$ cat config.mk
export PLATFORM = sky130hd
export DESIGN_NAME = static_branch_predictor
export DESIGN_NICKNAME = d
export VERILOG_FILES = /design/src/rtl/static_branch_predictor.sv
export SDC_FILE = /design/constraint.sdc
export NUM_CORES = 1
export LEC_CHECK = 0
export BUFFER_PORTS_ARGS = -buffer_cell sky130_fd_sc_hd__buf_4
export CAP_MARGIN = 20
export CORE_MARGIN = 5
export CORE_UTILIZATION = 54
export CTS_BUF_LIST = sky130_fd_sc_hd__clkbuf_8
export DETAILED_ROUTE_END_ITERATION = 7
export GPL_ROUTABILITY_DRIVEN = 0
export PLACE_DENSITY_LB_ADDON = 0.08
export SLEW_MARGIN = 20
export SYNTH_ARGS = -nofsm -noshare
export SYNTH_HDL_FRONTEND = slang
export SYNTH_SLANG_ARGS = --single-unit
$ cat constraint.sdc
create_clock -name clk -period 3.3 [get_ports clk]
set_input_delay 0.33 -clock clk [delete_from_list [all_inputs] [get_ports clk]]
set_output_delay 0.33 -clock clk [all_outputs]
set_load 0.01 [all_outputs]
$ cat src/rtl/static_branch_predictor.sv
// Decode-stage static branch predictor with EX-stage verification.
// Conditional branches use backward-taken/forward-not-taken; JAL is always
// taken. Each prediction travels into EX as a record, is checked against the
// ALU outcome there, and drives the mispredict redirect and the counters.
module static_branch_predictor #(
    parameter int CNT_W = 32
) (
    input  logic             clk,
    input  logic             rst_n,
    input  logic             ValidD,
    input  logic [31:0]      InstrD,
    input  logic [31:0]      PCD,
    input  logic [31:0]      ImmExtD,
    input  logic             StallE,
    input  logic             FlushE,
    input  logic             BranchTakenE,
    input  logic [31:0]      BranchTargetE,
    output logic             PredRedirectD,
    output logic [31:0]      PredTargetD,
    output logic             MispredictE,
    output logic [31:0]      CorrectPCE,
    output logic [CNT_W-1:0] BranchCnt,
    output logic [CNT_W-1:0] MispredCnt
);

    localparam logic [6:0] OPC_BRANCH = 7'b1100011;
    localparam logic [6:0] OPC_JAL    = 7'b1101111;

    // Prediction record carried from decode into EX.
    typedef struct packed {
        logic        valid;
        logic        is_branch;
        logic        pred_taken;
        logic [31:0] pred_target;
        logic [31:0] pc_plus4;
    } ex_rec_t;

    logic    is_branch_d;
    logic    is_jal_d;
    logic    pred_taken_d;
    ex_rec_t rec_d, rec_q;

    logic             count_en;
    logic [CNT_W-1:0] branch_cnt_d, branch_cnt_q;
    logic [CNT_W-1:0] mispred_cnt_d, mispred_cnt_q;

    // Decode: classify the opcode and form the static prediction.
    always_comb begin
        is_branch_d   = (InstrD[6:0] == OPC_BRANCH);
        is_jal_d      = (InstrD[6:0] == OPC_JAL);
        // A negative offset (sign bit set) means a backward branch: predict taken.
        pred_taken_d  = ValidD & (is_jal_d | (is_branch_d & ImmExtD[31]));
        // The decode slot is wrong-path whenever EX redirects, so EX wins.
        PredRedirectD = pred_taken_d & ~MispredictE;
        PredTargetD   = PCD + ImmExtD;
    end

    // EX check: compare the stored prediction with the resolved outcome.
    always_comb begin
        MispredictE = rec_q.valid & ~StallE &
                      ((BranchTakenE != rec_q.pred_taken) |
                       (BranchTakenE & (BranchTargetE != rec_q.pred_target)));
        CorrectPCE  = BranchTakenE ? BranchTargetE : rec_q.pc_plus4;
    end

    // Next EX record: squash on redirect/bubble, hold on stall, else load.
    always_comb begin
        // NOTE: assigning a default first keeps every path covered, so no latch is inferred.
        rec_d = rec_q;
        if (MispredictE || FlushE) begin
            rec_d.valid = 1'b0;
        end else if (!StallE) begin
            rec_d.valid       = ValidD & (is_branch_d | is_jal_d);
            rec_d.is_branch   = is_branch_d;
            rec_d.pred_taken  = pred_taken_d;
            rec_d.pred_target = PredTargetD;
            rec_d.pc_plus4    = PCD + 32'd4;
        end
    end

    // Saturating counter updates for resolved conditional branches only.
    always_comb begin
        count_en      = rec_q.valid & rec_q.is_branch & ~StallE;
        branch_cnt_d  = branch_cnt_q;
        mispred_cnt_d = mispred_cnt_q;
        if (count_en) begin
            if (branch_cnt_q != '1) begin
                branch_cnt_d = branch_cnt_q + 1'b1;
            end
            if (MispredictE && (mispred_cnt_q != '1)) begin
                mispred_cnt_d = mispred_cnt_q + 1'b1;
            end
        end
    end

    // State registers: EX record and counters, cleared asynchronously.
    always_ff @(posedge clk or negedge rst_n) begin
        if (!rst_n) begin
            rec_q         <= '0;
            branch_cnt_q  <= '0;
            mispred_cnt_q <= '0;
        end else begin
            // NOTE: non-blocking assignments so every register samples pre-edge values.
            rec_q         <= rec_d;
            branch_cnt_q  <= branch_cnt_d;
            mispred_cnt_q <= mispred_cnt_d;
        end
    end

    assign BranchCnt  = branch_cnt_q;
    assign MispredCnt = mispred_cnt_q;

endmodule

## Word level (Yosys, flattened, before mapping)

Cells that the tools add are included.

- Add/sub/neg operators: 4
- Equal/unequal tests: 7
- Mux-type cells: 3
- Bitwise logic cells: 15
- Reduce and logical (&&, ||, !) cells: 5

Operators with widths:

| kind | count |
|---|---|
| $mux W67 | 1 |
| $add A32 B1 Y32 const B | 2 |
| $ne A32 B32 Y1 const B | 2 |
| $add A32 B3 Y32 const B | 1 |
| $add A32 B32 Y32 | 1 |
| $mux W32 | 1 |
| $ne A32 B32 Y1 | 1 |
| $eq A7 B7 Y1 const B | 2 |
| $and A1 B1 Y1 | 9 |
| $reduce_and A2 Y1 | 3 |
| $not A1 Y1 | 3 |
| $or A1 B1 Y1 | 3 |
| $ne A2 B1 Y1 const B | 1 |
| $logic_and A1 B1 Y1 | 1 |
| $logic_or A1 B1 Y1 | 1 |
| $mux W1 | 1 |
| $ne A1 B1 Y1 | 1 |

- Register bits after elaboration: 131
- Input port bits: 134

## Longest topological paths before layout

Gate-level depths: netlist of run 1.

- Depth in word-level cells: 7
- Depth in mapped cells: 11

## Least setup slack after synthesis of run 1

No wires, ideal clock.

- Path kind: input to output
- From: in PCD[0]
- To: out PredTargetD[26]
- Arrival: 2,440 ps
- Data required time: 2,970 ps
- Path slack: 530 ps
- Stages: 10
- Path through: ha_1 fa_1 a21o_1 a31oi_1 o21ba_2 o22a_1 a21boi_1 o21a_1 or3_1 and2_1

- Longest elaborated chain between the ends: 1

Ends and longest elaborated chain:

| what | line | source |
|---|---|---|
| from (decl) | 12 | `input logic [31:0] PCD,` |
| $add A32 B32 Y32 | 55 | `PredTargetD = PCD + ImmExtD;` |
| to (decl) | 19 | `output logic [31:0] PredTargetD,` |

Every way passes these cells.

## Worst setup path after layout of run 1

- From: in PCD[4]
- To: out PredTargetD[25]

The elaborated chain is that of the path after synthesis.

==> results.toml, run 1 <==
[placement]
place_area_mm2 = 0.0105
port_buffers = 238
detailed_place_hpwl_mm = 18.7
place_ws_ns = 0.0225

[power]
p_leak_uw = 0.00527
clkPwrFrac_pct = 30.2
power.switching_uw = 1450
p_sw_share_pct = 32.0
ir_drop_mv = 0.254
p_int_uw = 3080
combPwrFrac_pct = 28.3
power_density_mw_per_mm2 = 416
p_seq_share_pct = 41.6

[routing]
wl_per_cell_um = 17.8
ant_nets = 0
wl_met2_mm = 11.7
routed_wl_mm = 23.8
wl_met3_mm = 1.59
dr.max_layer_used = "met4"
m1WireLength_mm = 10.1
viasPerCell = 5.54
vias = 7411
dr.pass1.iters = 5
drc_errors = 0
drt_iter0_markers = 421

[critical_path]
critPathLaunchType = "input pin"
worst-path-max-fanout = 6
worstSetupPathType = "in2out"
endpoint_kind = "output port"
crit_arrival_ns = 2.85
crit_required_ns = 2.97

[synth]
synth_enable_flop_cells = 0
synth_compound_area_share_pct = 10.1
ys_seq_area_share_pct = 38.8
syn_inst = 869
synth_xor_area_share_pct = 15.5
synth_warnings = 0
yosys.area_share.simple_pct = 18.4
synth_top_family_by_area = "simple AND/OR/NAND/NOR gates"
synth_mux_area_share_pct = 9.12
ys_ff_latch = 131
synth_flop_cell = "dfrtp_1"
synth_fa_ha_area_share_pct = 5.27
syn_avg_cell_area_um2 = 9.73
yosysUniqueCellTypes = 67
async_reset_ff_share_pct = 100
syn_area_mm2 = 0.00845
syn_nets = 1038

[clock_tree]
clk_pin_slew_worst_paths_ns = 0.07
htreeDepth = 4
cts_root_buf = "clkbuf_8"
cts_tree = "built"
cts_num_sinks = 131
clk_latency_ns = 0.45
max-clock-path-buffers = 2
cts_made_buffers = 17

[finish]
num-nets-final = 1282
area_growth_pct = 28.9
fillers = 1228
regArea_mm2 = 0.00328
fin_area_mm2 = 0.0109
multi_input_area_mm2 = 0.00498
antenna_cells = 0
drive_gt1_share_pct = 32.5

[timing]
period_share_pct = 96.3
fmax_mhz = 315
setup_tns_ns = 0
finalClockSkew_ns = 0.00882
hold-worst-slack_ns = 0.0555
rsz0062_at_grt = "true"
final-setup-viol-count = 0
max-slew-margin-rel_pct = 44.8
setup_ws_ns = 0.122
max_slew.worst_pin.slew_ns = 0.828
drv_slew = 0
min_period_ns = 3.18
final_hold_viol_count = 0

[worst_hold_path]
hold_class = "in2reg"

[floorplan]
pin_count = 264
core-area_mm2 = 0.0153
die_w_um = 135
die_y_um = 135
std_cell_rows = 45
initial_core_util_pct = 55.4
dieArea_mm2 = 0.0183

[global_route]
grt_pass1_vias = 7314
grt_max_degree = 62
grt_pass1_wl_mm = 37.6
grt_usage_pct = 26.0
antenna_found_initial = 0
grt.overflow.total = 0

[run]
drv_cap = 0

[run_status]
status = "finished clean"
power groups by stage:
stage	clock network [uW]	logic (uW)	registers (uW)
after global placement	0	1260	1910
after detailed placement	0	1270	1920
after CTS	1390	1280	1890
final	1370	1280	1890
after global routing	1460	1390	1900
after floorplan	0	720	1880
flip-flops by register name, summed over array words and instances (netlist names):
register / cells
rec_q: 67
MispredCnt: 32
BranchCnt: 32
per-stage QoR:
step	total power (uW)	std cells	utilization, %
3_3_place_gp	3160	1303	68.5
3_5_place_dp	3190	1303	68.5
4_1_cts	4550	1336	71.2
6_report	4540	1337	71.4
5_1_grt	4760	1337	71.4
2_1_floorplan	2600	869	-
synthesized netlist by cell type (all sizes together) (4+ instances only):
cell    instances  share of area (%)
and2            9               0.70
and4            9                1.1
a21o           16                1.4
nand4          27                2.1
a21oi          37                2.2
xor2           86                8.9
nand2          96                4.3
nand3          43                2.6
inv            19               0.84
nor2b           4               0.30
buf            15                1.4
and3           19                1.5
mux2           64                8.9
ha             34                5.0
nor4           13               0.96
o21ai          52                3.1
clkbuf         13               0.58
or3             6               0.50
xnor2          64                6.6
dfrtp         131                 39
nor2           40                1.9
nor3           27                1.8
cell type report:
| cell class | count | area share (%) |
|---|---|---|
| inverters | 19 | 0.654 |
| flip-flops and latches | 131 | 30.1 |
| clock buffers | 17 | 2.15 |
| clock inverters | 15 | 1.46 |
| multi-input cells | 691 | 45.7 |
| repair buffers | 253 | 17.6 |
| well taps | 211 | 2.42 |
layer usage:
metal | up-vias | global-route usage, %
met4 | 0 | 7.39
met5 | - | 0
li1 | 3564 | -
met1 | 3550 | 34.6
met2 | 268 | 43.0
met3 | 29 | 5.40
final timing paths:
kind | startpoint | to | slack (ns) | cells after the start
max | PCD[4] | PredTargetD[25] | 0.12 | 10
min | FlushE | rec_q[66]$_DFFE_PN0P_ | 0.06 | 2
max reg2reg | rec_q[53]$_DFFE_PN0P_ | rec_q[49]$_DFFE_PN0P_ | 0.59 | 8
min reg2reg | rec_q[31]$_DFFE_PN0P_ | rec_q[31]$_DFFE_PN0P_ | 0.48 | 2
max in group asynchronous | rst_n | MispredCnt[7]$_DFFE_PN0P_ | 1.93 | 3
min in group asynchronous | rst_n | MispredCnt[25]$_DFFE_PN0P_ | 0.51 | 2
critical path, stage by stage:
cell and delay, ns:
buf_4 0.13, ha_1 0.40, a21oi_1 0.22, o21ai_0 0.18, o211ai_1 0.35, nand3_1 0.21, a221oi_2 0.37, o21ai_0 0.19
xor2_1 0.27, buf_4 0.18
cells in the final DEF, fill, tap and decap left out, types with 17 or more instances in the layout:
cell,Yosys,routed
a21oi_1,37,36
and3_1,17,17
buf_4,2,251
clkbuf_8,0,17
dfrtp_1,131,131
ha_1,34,34
inv_1,18,19
mux2_2,43,43
nand2_1,96,96
nand3_1,42,42
nand4_1,25,25
nor2_1,37,37
nor3_1,23,22
o21ai_0,44,44
xnor2_1,64,64
xor2_1,86,86
logic make-up (layout without fill, tap and decap cells):
| group | count (synthesis) | count (layout) |
|---|---|---|
| mux | 66 | 66 |
| fa+ha+maj | 35 | 35 |
| xor+xnor | 150 | 150 |
| flops | 131 | 131 |
| simple gates | 300 | 300 |
| buf+inv | 47 | 304 |
| compound gates | 140 | 140 |
what timing repair did:
action,in CTS,in global routing
gates resized for setup,0,6
setup buffers,0,1
hold buffers,1,0
endpoints found under the setup margin,0,3
hold endpoints to repair,59,0
(Power assumes the default switching activity.)
==> run 2: changes to the inputs <==
--- a/config.mk
+++ b/config.mk
@@ -8,7 +8,7 @@
 export BUFFER_PORTS_ARGS = -buffer_cell sky130_fd_sc_hd__buf_4
 export CAP_MARGIN = 20
 export CORE_MARGIN = 5
-export CORE_UTILIZATION = 54
+export CORE_UTILIZATION = 32
 export CTS_BUF_LIST = sky130_fd_sc_hd__clkbuf_8
 export DETAILED_ROUTE_END_ITERATION = 7
 export GPL_ROUTABILITY_DRIVEN = 0
==> results.toml, run 2 (synthesis gave the netlist of run 1 again) <==
[critical_path]
worst-path-max-fanout = 2
r2r_end = "rec_q[39]$_DFFE_PN0P_"
critPathLaunchType = "input pin"
crit_arrival_ns = 2.81
ff2ff_setup_slack_ns = 0.47
crit_required_ns = 2.97
r2r_start = "rec_q[35]$_DFFE_PN0P_"
endpoint_kind = "output port"
cp-endpoint = "PredTargetD[26]"
rr_worst_depth = 8
setup.worst_path.start = "PCD[0]"
worstSetupPathType = "in2out"

[worst_hold_path]
hold_class = "in2reg"

[floorplan]
pin_count = 264
dieArea_mm2 = 0.0298
core-area_mm2 = 0.0261
die_w_um = 173
initial_core_util_pct = 32.4
std_cell_rows = 59
die_y_um = 173

[finish]
antenna_cells = 0
top_register = "rec_q"
drive_gt1_share_pct = 33.0
most-common-layout-cells = "buf_4 (260), dfrtp_1 (131), nand2_1 (96), xor2_1 (86), xnor2_1 (64)"
area_growth_pct = 31.8
num-nets-final = 1292
largest_reg_flops = 67
fillers = 2663
layout_commonest_cell = "buf_4"

[routing]
wl_per_cell_um = 18.2
dr.pass1.iters = 5
viasPerCell = 4.88
routed_wl_mm = 26.7
drc_errors = 0
vias = 7179
drt_iter0_markers = 357
ant_nets = 0

[timing]
final-setup-viol-count = 0
drv_slew = 0
rsz0062_at_grt = "false"
hold-worst-slack_ns = 0.0648
min_period_ns = 3.14
final_hold_viol_count = 0
fmax_mhz = 319
setup_tns_ns = 0
finalClockSkew_ns = 0.0225
max-slew-margin-rel_pct = 45.2
period_share_pct = 95.1
max_slew.worst_pin.slew_ns = 0.822

[placement]
port_buffers = 238
detailed_place_hpwl_mm = 21.1

[clock_tree]
max-clock-path-buffers = 2
cts_root_buf = "clkbuf_8"
clk_pin_slew_worst_paths_ns = 0.08
htreeDepth = 4
cts_tree = "built"
cts_made_buffers = 17
cts_num_sinks = 131
clk_latency_ns = 0.44

[global_route]
grt_pass1_wl_mm = 42.2
grt.overflow.total = 0
antenna_found_initial = 0
grt_pass1_vias = 7473
grt_max_degree = 82
grt_usage_pct = 17.5

[run_status]
status = "finished clean"

[power]
p_leak_uw = 0.00533
power_density_mw_per_mm2 = 418
ir_drop_mv = 0.241

[run]
drv_cap = 0
==> run 2: changes by cell type in the layout (fill, tap and decap cells not counted), sizes merged <==
cell	change
clkinv	-1
clkbuf	+2
clkinvlp	-3
inv	+1
buf	+10
==> run 2: worst max-delay path: stages <==
cell	delay [ns]
buf_4	0.11
ha_1	0.24
fa_2	0.36
a21o_1	0.22
a31oi_4	0.21
o21ba_2	0.20
o22a_1	0.18
a21boi_1	0.10
o21a_1	0.19
or3_1	0.32
and2_1	0.19
buf_4	0.15
==> run 2: per-stage QoR <==
| step | total power [uW] | util, % | setup WS (ns) | std cells | cell area, um2 |
|---|---|---|---|---|---|
| after global routing | 4950 | 42.8 | 0.00355 | 1470 | 11100 |
| final | 4660 | 42.8 | 0.163 | 1470 | 11100 |
| after CTS | 4740 | 42.6 | 0.00927 | 1469 | 11100 |
| after global placement | 3250 | 41.0 | 0.0376 | 1437 | 10700 |
| after floorplan | 2600 | - | 0.530 | 869 | 8450 |
| after detailed placement | 3250 | 41.0 | 0.0387 | 1437 | 10700 |
==> run 2: area by class of cell <==
class | instances | area [um2] | area share (%)
multi-input combinational | 691 | 4970 | 44.6
timing repair buffer | 263 | 1990 | 17.9
inverter | 19 | 71.3 | 0.640
sequential | 131 | 3280 | 29.4
clock inverter | 12 | 148 | 1.32
tap | 335 | 419 | 3.76
clock buffer | 19 | 262 | 2.35
==> run 2: how the worst min path moves through the flow <==
stage / slack (ns) / depth (start not counted) / start / endpoint
final: 0.06 / 2 / FlushE / rec_q[66]$_DFFE_PN0P_
after global routing: 0.03 / 2 / FlushE / rec_q[66]$_DFFE_PN0P_
after CTS: 0.03 / 2 / FlushE / rec_q[66]$_DFFE_PN0P_
after detailed placement: 0.46 / 1 / rst_n / MispredCnt[27]$_DFFE_PN0P_
after global placement: 0.45 / 1 / rst_n / MispredCnt[23]$_DFFE_PN0P_
after floorplan: 0.03 / 0 / rst_n / BranchCnt[0]$_DFFE_PN0P_
==> run 2: power by group <==
group	internal (uW)	switching, uW	leakage [uW]
Combinational	647	675	0.00343
Sequential	1770	109	0.00170
Clock	729	729	0.000207
Total	3150	1510	0.00533
==> run 2: timing repair <==
item | in CTS | in global routing
hold buffers | 1 | 0
endpoints found under the setup margin | 0 | 4
hold endpoints to repair | 63 | 0
resized for setup | 0 | 6
buffers inserted | 0 | 1
==> run 2: per-layer routing <==
layer	global-route usage [%]	up-vias	share of wire [%]	wire, um
met5	0	-	0	0
met2	28.0	175	47	12500
li1	-	3584	-	-
met4	3.96	0	0.79	210
met3	3.62	10	4.3	1140
met1	24.5	3410	48	12800
==> run 3: changes to the inputs <==
--- a/config.mk
+++ b/config.mk
@@ -10,9 +10,11 @@
 export CORE_MARGIN = 5
 export CORE_UTILIZATION = 32
 export CTS_BUF_LIST = sky130_fd_sc_hd__clkbuf_8
+export CTS_CLUSTER_SIZE = 14
 export DETAILED_ROUTE_END_ITERATION = 7
 export GPL_ROUTABILITY_DRIVEN = 0
 export PLACE_DENSITY_LB_ADDON = 0.08
+export RECOVER_POWER = 50
 export SLEW_MARGIN = 20
 export SYNTH_ARGS = -nofsm -noshare
 export SYNTH_HDL_FRONTEND = slang
==> results.toml, run 3 (synthesis gave the netlist of run 1 again) <==
[run_status]
status = "finished, violations left"
failed_checks = "max-capacitance violations, max-slew violations"

[floorplan]
pin_count = 264
std_cell_rows = 59
initial_core_util_pct = 32.4
dieArea_mm2 = 0.0298
core-area_mm2 = 0.0261
die_y_um = 173
die_w_um = 173

[clock_tree]
cts_root_buf = "clkbuf_8"
clk_latency_ns = 0.44
clk_pin_slew_worst_paths_ns = 0.08
cts_made_buffers = 17
max-clock-path-buffers = 2
cts_num_sinks = 131
htreeDepth = 4
cts_tree = "built"

[placement]
place_ws_ns = 0.0387
port_buffers = 238
detailed_place_hpwl_mm = 21.1
dp.cells = 1437

[routing]
dr.pass1.iters = 5
wl_per_cell_um = 18.2
vias = 7211
drc_errors = 0
routed_wl_mm = 26.8
viasPerCell = 4.91
drt_iter0_markers = 351
ant_nets = 0

[critical_path]
worstSetupPathType = "in2out"
rr_worst_depth = 8
ff2ff_setup_slack_ns = 0.45
path_buf_inv = 2
crit_family = "compound AO/OA/AOI/OAI gates"
setup.worst_path.start = "PCD[0]"
worst-path-max-fanout = 2
cp_slowest_stage_delay_ns = 0.36
path_depth = 12
crit_chain = "buf_4, ha_1, fa_2, a21o_1, a31oi_4, o21ba_2, o22a_1, a21boi_1, o21a_1, or3_1, and2_1, buf_4"
cp_slowest_cell = "fa_2"
critPathLaunchType = "input pin"
cp-endpoint = "PredTargetD[26]"
crit_required_ns = 2.97
crit_arrival_ns = 2.81
endpoint_kind = "output port"
r2r_end = "rec_q[39]$_DFFE_PN0P_"
cpMostUsedCell = "buf_4"
r2r_start = "rec_q[35]$_DFFE_PN0P_"

[finish]
top_register = "rec_q"
num-nets-final = 1292
regArea_mm2 = 0.00328
largest_reg_flops = 67
layout_commonest_cell = "buf_4"
multi_input_area_mm2 = 0.00497
antenna_cells = 0
drive_gt1_share_pct = 27.3
most-common-layout-cells = "buf_4 (195), dfrtp_1 (131), nand2_1 (96), xor2_1 (86), clkbuf_1 (65)"
area_growth_pct = 28.8
instances_no_fill = 1470
fillers = 2710

[timing]
max_slew.worst_pin.slew_ns = 2.22
fmax_mhz = 318
hold-worst-slack_ns = 0.0640
finalClockSkew_ns = 0.0226
final_hold_viol_count = 0
final-setup-viol-count = 0
period_share_pct = 95.2
setup_ws_ns = 0.159
setup_tns_ns = 0
drv_slew = 81
max-slew-margin-rel_pct = -48.3
rsz0062_at_grt = "false"
min_period_ns = 3.14

[power]
ir_drop_mv = 0.241
power_density_mw_per_mm2 = 428
p_leak_uw = 0.00506

[run]
drv_cap = 1

[global_route]
antenna_found_initial = 0
grt_max_degree = 82
grt_pass1_vias = 7473
grt_usage_pct = 17.5
grt_pass1_wl_mm = 42.2
grt.overflow.total = 0

[worst_hold_path]
hold_class = "in2reg"
## run 3: changes by cell type in the layout (fill, tap and decap cells not counted)
cell,previous run,this run
clkbuf_2,0,1
buf_6,1,0
buf_4,260,195
clkbuf_1,0,65
## run 3: cell type report
type | count | area share (%)
repair buffers | 263 | 16.0
clock buffers | 19 | 2.40
inverters | 19 | 0.655
multi-input cells | 691 | 45.6
clock inverters | 12 | 1.36
well taps | 335 | 3.85
flip-flops and latches | 131 | 30.1
## run 3: worst reg2reg max path, delay by kind of cell, from the launching register on
family	cells	cell delay (ns)
xor gates and xnor gates	1	0.20
buffers and inverters	1	0.32
DFF	1	0.42
muxes	1	0.43
and+or+nand+nor	5	1.34
## run 3: where the power goes
part	switching, uW	leakage [uW]	internal [uW]
Sequential	108	0.00170	1770
Clock	729	0.000207	728
Combinational	674	0.00315	646
## run 3: how the worst min path moves through the flow
stage | start | end | slack, ns | cells after the start
after floorplan | rst_n | BranchCnt[0]$_DFFE_PN0P_ | 0.03 | 0
after global placement | rst_n | MispredCnt[23]$_DFFE_PN0P_ | 0.45 | 1
after detailed placement | rst_n | MispredCnt[27]$_DFFE_PN0P_ | 0.46 | 1
after CTS | FlushE | rec_q[66]$_DFFE_PN0P_ | 0.03 | 2
after global routing | FlushE | rec_q[66]$_DFFE_PN0P_ | 0.03 | 2
final | FlushE | rec_q[66]$_DFFE_PN0P_ | 0.06 | 2
## run 3: through the flow
stage               area, um2  power (uW)  util (%)
detailed placement      10700        3250      41.0
global placement        10700        3250      41.0
floorplan                8450        2600         -
finish                  10900        4660      41.8
CTS                     11100        4740      42.6
global route            10900        4940      41.8
## run 3: repair_timing
action,4_1_cts,5_1_grt
gates resized for setup,0,6
hold buffers,1,0
setup endpoints to repair,0,4
buffers inserted,0,1
hold endpoints to repair,63,0
## run 3: metal layers
metal	part of all wire (%)	GRT usage [%]
met1	48	24.5
met2	47	28.0
met3	4.3	3.62
met4	0.99	3.96
met5	0	0
